==> config.mk <==
export PLATFORM = sky130hd
export DESIGN_NAME = if_id_skid_flat
export DESIGN_NICKNAME = d
export VERILOG_FILES = /design/src/rtl/if_id_skid_if.sv /design/src/rtl/if_id_skid.sv /design/src/flat_wrapper.sv
export SDC_FILE = /design/constraint.sdc
export NUM_CORES = 1
export LEC_CHECK = 0
export ABC_AREA = 1
export CAP_MARGIN = 20
export CORE_MARGIN = 5
export CORE_UTILIZATION = 55
export CTS_BUF_LIST = sky130_fd_sc_hd__clkbuf_4 sky130_fd_sc_hd__clkbuf_8 sky130_fd_sc_hd__clkbuf_16
export CTS_CLUSTER_DIAMETER = 150
export DETAILED_ROUTE_END_ITERATION = 6
export GPL_TIMING_DRIVEN = 0
export PLACE_DENSITY = 0.86
export SYNTH_ARGS = -nofsm -noshare
export SYNTH_HDL_FRONTEND = slang
export SYNTH_SLANG_ARGS = --single-unit
==> constraint.sdc <==
create_clock -name clock -period 2.05 [get_ports clock]
set_clock_uncertainty 0.05 [all_clocks]
set_input_delay 0.3075 -clock clock [delete_from_list [all_inputs] [get_ports clock]]
set_output_delay 0.3075 -clock clock [all_outputs]
set_load 0.05 [all_outputs]
==> src/rtl/if_id_skid_if.sv <==
// IF/ID handshake bundle: fetch-side word in, decode-side word out.
// slave is the skid block's view; master is the surrounding pipeline's view.
interface if_id_skid_if #(
  parameter int INSTR_WIDTH = 32,
  parameter int ADDR_WIDTH  = 14
) ();
  logic                   in_valid;
  logic                   in_ready;
  logic [INSTR_WIDTH-1:0] instruction_in;
  logic [ADDR_WIDTH-1:0]  return_addr_in;
  logic                   take_branch_addr_in;
  logic                   out_valid;
  logic                   out_ready;
  logic [INSTR_WIDTH-1:0] instruction_out;
  logic [ADDR_WIDTH-1:0]  return_addr_out;
  logic                   take_branch_addr_out;

  modport slave (
    input  in_valid, instruction_in, return_addr_in, take_branch_addr_in, out_ready,
    output in_ready, out_valid, instruction_out, return_addr_out, take_branch_addr_out
  );

  modport master (
    output in_valid, instruction_in, return_addr_in, take_branch_addr_in, out_ready,
    input  in_ready, out_valid, instruction_out, return_addr_out, take_branch_addr_out
  );
endinterface

==> src/rtl/if_id_skid.sv <==
// IF/ID pipeline register with a one-entry skid buffer; 1-cycle accept-to-valid latency.
// in_ready comes only from state, so out_ready never reaches it combinationally. IF_ID_STALL_COUNT_EN adds stall_count.
module if_id_skid #(
  parameter int INSTR_WIDTH = 32,
  parameter int ADDR_WIDTH  = 14
) (
  input  logic        clock,
  input  logic        nreset,
  input  logic        flush,
  if_id_skid_if.slave bus
`ifdef IF_ID_STALL_COUNT_EN
  ,
  output logic [15:0] stall_count
`endif
);

  typedef enum logic [1:0] {EMPTY, ONE, FULL} state_t;

  typedef struct packed {
    logic [INSTR_WIDTH-1:0] instr;
    logic [ADDR_WIDTH-1:0]  addr;
    logic                   br;
  } word_t;

  state_t state_q, state_d;
  word_t  main_q, main_d;
  word_t  skid_q, skid_d;
  word_t  in_word;
  logic   in_ready_w, out_valid_w, accept, consume;

  assign in_word     = '{instr: bus.instruction_in, addr: bus.return_addr_in, br: bus.take_branch_addr_in};
  assign in_ready_w  = (state_q != FULL);
  assign out_valid_w = (state_q != EMPTY);
  assign accept      = bus.in_valid & in_ready_w;
  assign consume     = out_valid_w & bus.out_ready;

  // Main register is kept zero whenever EMPTY, so outputs read NOP without extra muxing.
  assign bus.in_ready             = in_ready_w;
  assign bus.out_valid            = out_valid_w;
  assign bus.instruction_out      = main_q.instr;
  assign bus.return_addr_out      = main_q.addr;
  assign bus.take_branch_addr_out = main_q.br;

  always_comb begin
    state_d = state_q;
    main_d  = main_q;
    skid_d  = skid_q;
    if (flush) begin
      state_d = EMPTY;
      main_d  = '0;
      skid_d  = '0;
    end else begin
      case (state_q)
        EMPTY: begin
          if (accept) begin
            state_d = ONE;
            main_d  = in_word;
          end
        end
        ONE: begin
          if (accept && consume) begin
            main_d = in_word;
          end else if (accept) begin
            state_d = FULL;
            skid_d  = in_word;
          end else if (consume) begin
            state_d = EMPTY;
            main_d  = '0;
          end
        end
        FULL: begin
          if (consume) begin
            state_d = ONE;
            main_d  = skid_q;
            skid_d  = '0;
          end
        end
        default: begin
          state_d = EMPTY;
          main_d  = '0;
          skid_d  = '0;
        end
      endcase
    end
  end

  always_ff @(posedge clock or negedge nreset) begin
    if (!nreset) begin
      state_q <= EMPTY;
      main_q  <= '0;
      skid_q  <= '0;
    end else begin
      state_q <= state_d;
      main_q  <= main_d;
      skid_q  <= skid_d;
    end
  end

`ifdef IF_ID_STALL_COUNT_EN
  logic [15:0] stall_q, stall_d;

  // Saturating count of cycles where decode holds off a valid word; flush does not touch it.
  always_comb begin
    stall_d = stall_q;
    if (out_valid_w && !bus.out_ready && (stall_q != 16'hFFFF)) begin
      stall_d = stall_q + 16'd1;
    end
  end

  always_ff @(posedge clock or negedge nreset) begin
    if (!nreset) begin
      stall_q <= '0;
    end else begin
      stall_q <= stall_d;
    end
  end

  assign stall_count = stall_q;
`endif

endmodule
==> src/flat_wrapper.sv <==
// flat-port wrapper written by rule: the top's interface ports become plain ports
module if_id_skid_flat 
#(
  parameter int INSTR_WIDTH = 32,
  parameter int ADDR_WIDTH  = 14
)
  (clock, nreset, flush, bus_in_valid, bus_instruction_in, bus_return_addr_in, bus_take_branch_addr_in, bus_out_ready, bus_in_ready, bus_out_valid, bus_instruction_out, bus_return_addr_out, bus_take_branch_addr_out);
  if_id_skid_if #(.INSTR_WIDTH(INSTR_WIDTH), .ADDR_WIDTH(ADDR_WIDTH)) bus_i ();
  input  logic clock;
  input  logic nreset;
  input  logic flush;
  input wire logic [$bits(bus_i.in_valid)-1:0] bus_in_valid;
  input wire logic [$bits(bus_i.instruction_in)-1:0] bus_instruction_in;
  input wire logic [$bits(bus_i.return_addr_in)-1:0] bus_return_addr_in;
  input wire logic [$bits(bus_i.take_branch_addr_in)-1:0] bus_take_branch_addr_in;
  input wire logic [$bits(bus_i.out_ready)-1:0] bus_out_ready;
  output wire logic [$bits(bus_i.in_ready)-1:0] bus_in_ready;
  output wire logic [$bits(bus_i.out_valid)-1:0] bus_out_valid;
  output wire logic [$bits(bus_i.instruction_out)-1:0] bus_instruction_out;
  output wire logic [$bits(bus_i.return_addr_out)-1:0] bus_return_addr_out;
  output wire logic [$bits(bus_i.take_branch_addr_out)-1:0] bus_take_branch_addr_out;
  assign bus_i.in_valid = bus_in_valid;
  assign bus_i.instruction_in = bus_instruction_in;
  assign bus_i.return_addr_in = bus_return_addr_in;
  assign bus_i.take_branch_addr_in = bus_take_branch_addr_in;
  assign bus_i.out_ready = bus_out_ready;
  assign bus_in_ready = bus_i.in_ready;
  assign bus_out_valid = bus_i.out_valid;
  assign bus_instruction_out = bus_i.instruction_out;
  assign bus_return_addr_out = bus_i.return_addr_out;
  assign bus_take_branch_addr_out = bus_i.take_branch_addr_out;
  if_id_skid #(.INSTR_WIDTH(INSTR_WIDTH), .ADDR_WIDTH(ADDR_WIDTH)) u_core (.clock(clock), .nreset(nreset), .flush(flush), .bus(bus_i));
endmodule
# Word-level counts from Yosys, hierarchy flattened
# Index checks and enable logic that the tools add are counted.
# W data, S select, Z words.
totals:
  regBits: 96
  input_bits: 52
  wordCells: 43
classes:
  n_eq_ne: 11
  muxes: 17
  bitwise_logic: 2
  reduce_logical: 6
ops:
  columns: ["operator", "n"]
  rows:
  - ["$mux W47", 8]
  - ["$pmux W47 S3", 2]
  - ["$mux W2", 6]
  - ["$reduce_and A4 Y1", 3]
  - ["$ne A3 B2 Y1 const B", 3]
  - ["$ne A4 B2 Y1 const B", 2]
  - ["$pmux W2 S3", 1]
  - ["$ne A2 B2 Y1 const B", 2]
  - ["$ne A4 B4 Y1 const B", 1]
  - ["$ne A3 B3 Y1 const B", 1]
  - ["$and A1 B1 Y1", 2]
  - ["$eq A2 B1 Y1 const B", 1]
  - ["$eq A2 B2 Y1 const B", 1]
  - ["$logic_not A2 Y1", 1]
  - ["$reduce_bool A2 Y1", 1]
  - ["$logic_and A1 B1 Y1", 1]

# Depth between registers and ports, before layout
# Gate-level depths: netlist of the first run.
logic_depth:
  depth_word: 7
  mapped_depth: 10
  ltp_nobuf: 8

# Worst setup path after synthesis of the first run
# Ideal clock, no wire load.
synth_path:
  path_kind: "register -> register"
  from: "reg u_core.state_q[0]"
  to: "reg u_core.skid_q[23] (netlist name)"
  setup_time_ns: 0.116
  arrival_time_ns: 1.318
  t_required_ns: 1.884
  slack_ns: 0.565
  stages_incl_launch_ff: 10
  synth_period_minus_slack_ns: 1.485
  cell_sequence: "dfrtp_1 -> inv_2 -> nand2_4 -> nor2_2 -> nor2_4 -> nand2_1 -> buf_4 -> buf_6 -> nand2_1 -> nand2_1"
synth_via:
  elab_chain_len: 5
  elab_cells_between_ends: 15
  classes_between: "7 x eq/ne; 2 x mux; 2 x bitwise; 4 x reduce/logical"
synth_rtl:
  columns: ["item", "line", "rtl"]
  rows:
  - ["start: declaration", "if_id_skid.sv:25", "state_t state_q, state_d;"]
  - ["start signal: assignment", "if_id_skid.sv:93", "state_q <= state_d;"]
  - ["$ne A2 B2 Y1 *", "if_id_skid.sv:32", "assign in_ready_w = (state_q != FULL);"]
  - ["net bus_in_ready", "flat_wrapper.sv:17", "output wire logic [$bits(bus_i.in_ready)-1:0] bus_in_ready;"]
  - ["$and A1 B1 Y1 *", "if_id_skid.sv:34", "assign accept = bus.in_valid & in_ready_w;"]
  - ["$logic_and A1 B1 Y1", "if_id_skid.sv:61", "if (accept && consume) begin"]
  - ["$ne A3 B3 Y1 (no source line)", null, null]
  - ["$reduce_and A4 Y1 (no source line) *", null, null]
  - ["end signal: assignment", "if_id_skid.sv:95", "skid_q <= skid_d;"]
  - ["end: declaration", "if_id_skid.sv:27", "word_t skid_q, skid_d;"]
# The timed path passes the listed nets; every way through them passes the cells marked *.
# A chain may end at the register's enable or synchronous reset.

# Worst setup path in the final report of the first run
layout_path:
  from: "reg u_core.state_q[0]"
  to: "out bus_in_ready"
layout_via:
  elab_chain_len: 1
layout_rtl:
  columns: ["item", "line"]
  rows:
  - ["$ne A2 B2 Y1", "if_id_skid.sv:32"]
  - ["end: declaration", "flat_wrapper.sv:17"]
# No other way between the ends.

==> reports/results.txt, run 1 <==
PortBufs = 100
Minimum clock period = 1.95 ns
Average routed wire per standard cell = 14.0 µm
Number of buffers and inverters on the critical path = 2
Buffer type at the clock tree root = sky130_fd_sc_hd__clkbuf_8
Maximum single-stage delay on the critical path = 0.53 ns
Synth Area per Inst = 7.28 µm²
Largest net degree at the start of global routing = 58
Stages on the worst setup path = 3
Clock transition at the register clock pins on the worst setup and hold paths after CTS = 0.09 ns
Achievable clock frequency = 0.514 GHz
# nets final = 813
Crit Reg-Reg Startpoint = u_core.state_q[0]
Number of core rows = 33
TritonRoute pass-1 iters = 5
Warnings, synthesis = 0
Vias in the first global route = 4459
Clock latency at the later pin of the worst-skew pair = 0.35 ns
Xor and xnor area share after synthesis = 0%
Layout cells sized above 1 = 7.58%
Area enclosed by the die boundary = 10500 µm²
Launching instance or port of the critical path = u_core.state_q[0]
Via-per-instance ratio = 5.24
HPWL after DPL = 8450 µm
Class of the worst hold path = in2async
Final RePlAce weighted congestion = 0.906
Maximum capacitance violations = 0
Routed via count = 4555
Number of instances in the synthesized netlist = 648
Final clock period utilization by the worst path = 95.0%
Reg-to-reg critical path endpoint = u_core.bus.return_addr_out[11]
Synthesized netlist net count = 700
Bufs on Longest Clock Path = 2
Number of violations reported at the end of detailed-routing iteration 0 = 295
Final Core Density = 73.3%
Count of pins over their slew limit = 0
Final setup fails = 0
Num CTS Buffers = 9
Type of origin of the critical path = register
Die extent in x = 103 µm
Total congestion overflow = 0
Number of antenna repair diodes = 0
Sequential share of the synthesized area = 50.9%
Data required time of the worst path = 1.69 ns
Wire length of the first global-routing pass = 20300 µm
Run status = finished clean
Starting Density = 56.8%
Pin slew with the least headroom to its limit = 0.545 ns
Fraction of the mapped netlist area in adder cells = 0%
Area of the core region = 8300 µm²
Length in cells of the worst reg-to-reg path = 7
Number of register bits inferred by synthesis = 96
Y dimension of the die = 103 µm
Area fraction in and, or, nand and nor cells after synthesis = 34.6%
Combinational family with the most area after synthesis = simple AND/OR/NAND/NOR gates
Distinct cell type count after synthesis = 17
Number of cells in the finished layout apart from fillers = 870
Share of synthesized area spent on multiplexers = 0%
Crit Path Max Fanout = 7
Overall routing resource usage = 24.3%
DRT antenna net count = 0
Power per standard cell area = 963 nW/µm²
Highest ir drop seen on vdd = 0.613 mV
Unrepaired setup endpoints after global routing = no
Type of the worst setup path = reg2out
Synthesized-area fraction occupied by ao, oa, aoi and oai cells = 5.17%
Number of buffers inserted to repair setup after CTS = 0
Crit path capture = bus_in_ready
Static Leak = 3.28 nW
TritonCTS clock tree = built
Largest delay contributor family on the critical path = buffers and inverters
Crit-path slowest cell = sky130_fd_sc_hd__dlygate4sd2_1
Layout overhead on the synthesized area = 29.0%
Worst max-slew margin expressed relative to the limit = 63.7%
Number of cells in the design after placement = 854
Overall routed net length = 12200 µm
Summed instance area of the synthesized netlist = 4720 µm²
DRC Markers = 0
Number of endpoints with negative hold slack in the final report = 0
Arrival time of the worst setup path = 1.59 ns
TritonCTS Sinks = 96
Worst reg2reg setup slack = 0.33 ns
Series of cell instances along the critical path = inv_2 -> nand2_4 -> dlygate4sd2_1
Initial antenna violation count = 0
H-tree depth = 3
Type of destination of the critical path = output pin
Top-level I/O count = 101
worst min-delay path by stage:
| stage | startpoint | endpoint | depth (start not counted) |
|---|---|---|---|
| finish | nreset | u_core.bus.instruction_out[21] | 2 |
| global route | u_core.skid_q[37] | u_core.skid_q[37] | 2 |
| CTS | nreset | u_core.bus.instruction_out[21] | 2 |
| detailed placement | nreset | u_core.bus.instruction_out[21] | 1 |
| global placement | u_core.skid_q[34] | u_core.skid_q[34] | 2 |
| floorplan | nreset | u_core.bus.instruction_out[0] | 0 |
sequential cells by signal, summed over array words and instances (netlist names):
name and flops:
u_core.skid_q 47, u_core.bus.instruction_out 32, u_core.bus.return_addr_out 14, u_core.state_q 2
u_core.bus.take_branch_addr_out 1
kinds of logic after synthesis:
kind of cell | count (synthesis)
AND/OR/NAND/NOR | 410
flip-flops | 96
buffers and inverters | 94
AO/OA/AOI/OAI | 48
power breakdown:
part	leakage (nW)	total (mW)	switching, mW	internal [mW]
Combinational	1.89	2.22	1.50	0.720
Sequential	1.28	2.36	0.177	2.19
Clock	0.102	1.28	0.656	0.627
worst register-to-register path: cells and delay by family, from the launching register on:
| family | cells | cell delay [ns] |
|---|---|---|
| AO/OA/AOI/OAI | 1 | 0.16 |
| buffers and inverters | 2 | 0.62 |
| flip-flops | 1 | 0.49 |
| AND/OR/NAND/NOR | 4 | 0.31 |
area by class of cell:
type / instances / area [µm²]
multi-input combinational: 458 / 1870
sequential: 96 / 2400
clock buffer: 11 / 151
clock inverter: 4 / 51.3
inverter: 54 / 203
tap: 105 / 131
buffer: 40 / 238
fill: 643 / 2210
timing repair buffer: 102 / 1030
synth_stat cells:
cell type / n / area [µm²]
sky130_fd_sc_hd__o21ai_1: 15 / 75.1
sky130_fd_sc_hd__o21ai_0: 32 / 160
sky130_fd_sc_hd__nand3_1: 51 / 255
sky130_fd_sc_hd__nor2_2: 3 / 18.8
sky130_fd_sc_hd__nand2_4: 1 / 11.3
sky130_fd_sc_hd__nand2_2: 2 / 12.5
sky130_fd_sc_hd__dfrtp_1: 96 / 2400
sky130_fd_sc_hd__nand2_1: 299 / 1120
sky130_fd_sc_hd__buf_4: 2 / 15.0
sky130_fd_sc_hd__inv_1: 52 / 195
sky130_fd_sc_hd__nor2_1: 53 / 199
sky130_fd_sc_hd__inv_2: 2 / 7.51
sky130_fd_sc_hd__o21ai_2: 1 / 8.76
sky130_fd_sc_hd__buf_2: 22 / 110
sky130_fd_sc_hd__buf_6: 7 / 78.8
sky130_fd_sc_hd__nor2_4: 1 / 11.3
sky130_fd_sc_hd__clkbuf_1: 9 / 33.8
layer usage:
layer / up-vias / global-route usage, % / wire length (µm)
met3: 18 / 3.45 / 880
met1: 2160 / 32.6 / 5110
li1: 2193 / - / -
met4: 0 / 10.1 / 221
met5: - / 0 / 0
met2: 184 / 39.7 / 5990
cell usage in the layout, fill, tap and decap left out, types with 7 or more instances in the layout:
cell                              count
sky130_fd_sc_hd__clkbuf_8            11
sky130_fd_sc_hd__clkbuf_1             9
sky130_fd_sc_hd__o21ai_0             32
sky130_fd_sc_hd__o21ai_1             15
sky130_fd_sc_hd__clkdlybuf4s50_1     97
sky130_fd_sc_hd__nand2_1            299
sky130_fd_sc_hd__dfrtp_1             96
sky130_fd_sc_hd__buf_2               22
sky130_fd_sc_hd__inv_1               52
sky130_fd_sc_hd__buf_6                7
sky130_fd_sc_hd__nand3_1             51
sky130_fd_sc_hd__nor2_1              53
stage by stage:
step | worst slack, ns | power, mW | hold WS (ns) | TNS (ns) | cell area (µm²)
4_1_cts | 0.104 | 5.89 | 0.431 | 0 | 6080
2_1_floorplan | 0.565 | 3.80 | -0.0381 | 0 | 4720
3_3_place_gp | -2.91 | 4.56 | 0.403 | -279.16 | 5850
5_1_grt | 0.0275 | 6.18 | 0.444 | 0 | 6080
3_5_place_dp | -0.0496 | 4.62 | 0.280 | -0.114 | 5870
6_report | 0.103 | 5.86 | 0.421 | 0 | 6080
what timing repair did:
action	CTS	global route
hold endpoints to repair	39	0
hold buffers	1	0
endpoints found under the setup margin	2	0
gates resized for setup	2	0
(Power assumes the default switching activity.)
==> run 2, diff against run 1 <==
--- a/config.mk
+++ b/config.mk
@@ -8,12 +8,13 @@
 export ABC_AREA = 1
 export CAP_MARGIN = 20
 export CORE_MARGIN = 5
-export CORE_UTILIZATION = 55
+export CORE_UTILIZATION = 59
 export CTS_BUF_LIST = sky130_fd_sc_hd__clkbuf_4 sky130_fd_sc_hd__clkbuf_8 sky130_fd_sc_hd__clkbuf_16
 export CTS_CLUSTER_DIAMETER = 150
 export DETAILED_ROUTE_END_ITERATION = 6
+export DONT_BUFFER_PORTS = 1
 export GPL_TIMING_DRIVEN = 0
-export PLACE_DENSITY = 0.86
+export PLACE_DENSITY = 0.76
 export SYNTH_ARGS = -nofsm -noshare
 export SYNTH_HDL_FRONTEND = slang
 export SYNTH_SLANG_ARGS = --single-unit
==> run 2 against run 1 <==
Compared with the run above:
- the run now ends with hold timing left
- global-route usage fell by 0.71 points
- critical path depth rose by 6
- fmax rose by 11%
- largest cell class unchanged
- highest routed layer unchanged
==> reports/results.txt, run 2 (same netlist as run 1, synthesis figures left out) <==
Final Core Density = 64.9% (-8.4 points)
Area of the core region = 7770 µm² (-6.4%)
TritonRoute pass-1 iters = 4 (-1)
Via-per-instance ratio = 5.18 (-1.1%)
Switching share of total power = 42.4% (+2.7 points)
Largest reg by FF count = u_core.skid_q
Number of cells in the design after placement = 750 (-12%)
Highest ir drop seen on vdd = 0.692 mV (+13%)
HPWL after DPL = 7560 µm (-11%)
Combinational fraction of design power = 18.0% (-20 points)
Starting Density = 60.7% (+3.9 points)
Arrival time of the worst setup path = 2.01 ns (+0.42 ns)
Class of the worst hold path = in2async
Crit Reg-Reg Startpoint = u_core.state_q[0]
Unrepaired setup endpoints after global routing = no
DRT antenna net count = 0 (unchanged)
Total congestion overflow = 0 (unchanged)
Initial antenna violation count = 0 (unchanged)
Worst max-slew margin expressed relative to the limit = 60.6% (-3.0 points)
Most used cells in the layout excluding fill and tap cells = sky130_fd_sc_hd__nand2_1, sky130_fd_sc_hd__dfrtp_1, sky130_fd_sc_hd__nor2_1
Layout cells sized above 1 = 8.58% (+1.0 points)
Reg-to-reg critical path endpoint = u_core.bus.return_addr_out[12]
Post-route setup TNS = 0 ns (unchanged)
Area enclosed by the die boundary = 9880 µm² (-6.1%)
Average routed wire per standard cell = 14.5 µm (+3.7%)
# nets final = 711 (-13%)
Seq pwr share = 57.8% (+18 points)
Largest net degree at the start of global routing = 97 (+67%)
Crit Path Max Fanout = 10 (+3)
NetSw = 2.26 mW (-3.1%)
Least setup slack across all paths after layout = 0.303 ns (+0.200 ns)
Clock latency at the later pin of the worst-skew pair = 0.36 ns (about the same)
Routed via count = 3967 (-13%)
PortBufs = 0 (-100%)
Type of origin of the critical path = register
Violated checks = hold timing
Number of flip-flops under the largest register name = 47 (unchanged)
Overall routing resource usage = 23.6% (-0.71 points)
Top-level I/O count = 101 (unchanged)
Num CTS Buffers = 9 (unchanged)
Run status = finished, violations left
Clock transition at the register clock pins on the worst setup and hold paths after CTS = 0.10 ns (about the same)
Buffer type at the clock tree root = sky130_fd_sc_hd__clkbuf_8
Type of destination of the critical path = register
Static Leak = 2.88 nW (-12%)
DRC Markers = 0 (unchanged)
Clock power frac = 24.2% (+2.3 points)
Wire length of the first global-routing pass = 18800 µm (-7.6%)
Commonest non-fill, non-tap cell in the layout = sky130_fd_sc_hd__nand2_1
Layout overhead on the synthesized area = 6.92%
Minimum clock period = 1.75 ns (-0.200 ns)
Number of cells in the finished layout apart from fillers = 766 (-12%)
Number of endpoints with negative hold slack in the final report = 96 (+96)
Achievable clock frequency = 0.572 GHz (+11%)
Number of buffers inserted to repair setup after CTS = 0 (unchanged)
Number of violations reported at the end of detailed-routing iteration 0 = 149 (-49%)
Data required time of the worst path = 2.31 ns (+0.62 ns)
Power after layout = 5.32 mW (-9.2%)
Maximum capacitance violations = 0 (unchanged)
Y dimension of the die = 99.4 µm (-3.1%)
Count of pins over their slew limit = 0 (unchanged)
Die extent in x = 99.4 µm (-3.1%)
Overall routed net length = 11100 µm (-8.7%)
Final RePlAce weighted congestion = 0.799 (-12%)
Type of the worst setup path = reg2reg
Final clock period utilization by the worst path = 85.2% (-9.8 points)
Worst reg2reg setup slack = 0.30 ns (-0.03 ns)
Vias in the first global route = 3844 (-14%)
Bufs on Longest Clock Path = 2 (unchanged)
Int Power = 3.07 mW (-13%)
Post-route cell area = 5040 µm² (-17%)
Number of antenna repair diodes = 0 (unchanged)
Final setup fails = 0 (unchanged)
Pin slew with the least headroom to its limit = 0.590 ns (+0.0453 ns)
Length in cells of the worst reg-to-reg path = 9 (+2)
Worst Hold Margin = -0.426 ns (-0.847 ns)
Power per standard cell area = 1060 nW/µm² (+9.6%)
Number of core rows = 32 (-3.0%)
Launching instance or port of the critical path = u_core.state_q[0]
Worst Setup Slack post-DPL = 0.330 ns (+0.380 ns)
TritonCTS clock tree = built
Cells resized by post-CTS repair = 0 (-2)
Post-Place Cell Area = 4840 µm² (-18%)
TritonCTS Sinks = 96 (unchanged)
H-tree depth = 3 (unchanged)
[run 2: power by group through the flow]
stage / sequential, mW / combinational [mW] / clock (mW)
2_1_floorplan: 3.06 / 0.744 / 0
3_3_place_gp: 3.11 / 0.929 / 0
3_5_place_dp: 3.12 / 0.961 / 0
4_1_cts: 3.09 / 0.967 / 1.30
5_1_grt: 3.13 / 1.09 / 1.38
6_report: 3.08 / 0.957 / 1.29
[run 2: final cells by class]
type                            instances  area [µm²]
Buffer                                 40         238
Tap cell                              102         128
Multi-Input combinational cell        458        1870
Sequential cell                        96        2400
Clock buffer                           10         131
Clock inverter                          6        67.6
Fill cell                             715        2720
Inverter                               54         203
[run 2: routing by layer]
layer | up-vias | track usage, % | wire (µm)
met5 | - | 0 | 0
met4 | 0 | 5.88 | 119
met3 | 11 | 5.89 | 796
met2 | 114 | 37.8 | 5330
met1 | 1852 | 32.4 | 4900
li1 | 1990 | - | -
[run 2: worst max path at each step]
stage | end | slack (ns) | depth (start not counted)
3_3_place_gp | u_core.bus.instruction_out[4] | 0.36 | 9
3_5_place_dp | u_core.bus.instruction_out[8] | 0.33 | 9
5_1_grt | u_core.bus.instruction_out[18] | 0.12 | 9
4_1_cts | u_core.bus.instruction_out[8] | 0.32 | 9
2_1_floorplan | u_core.skid_q[23] | 0.57 | 9
6_report | u_core.bus.return_addr_out[12] | 0.30 | 9
[run 2: worst max-delay path, stage by stage (launching register included)]
cell and delay [ns]:
sky130_fd_sc_hd__dfrtp_1 0.47, sky130_fd_sc_hd__inv_2 0.14, sky130_fd_sc_hd__nand2_4 0.15, sky130_fd_sc_hd__inv_2 0.10, sky130_fd_sc_hd__buf_2 0.22, sky130_fd_sc_hd__buf_2 0.26, sky130_fd_sc_hd__nand2_1 0.08, sky130_fd_sc_hd__o21ai_0 0.10
sky130_fd_sc_hd__nand2_1 0.08, sky130_fd_sc_hd__nand2_1 0.05
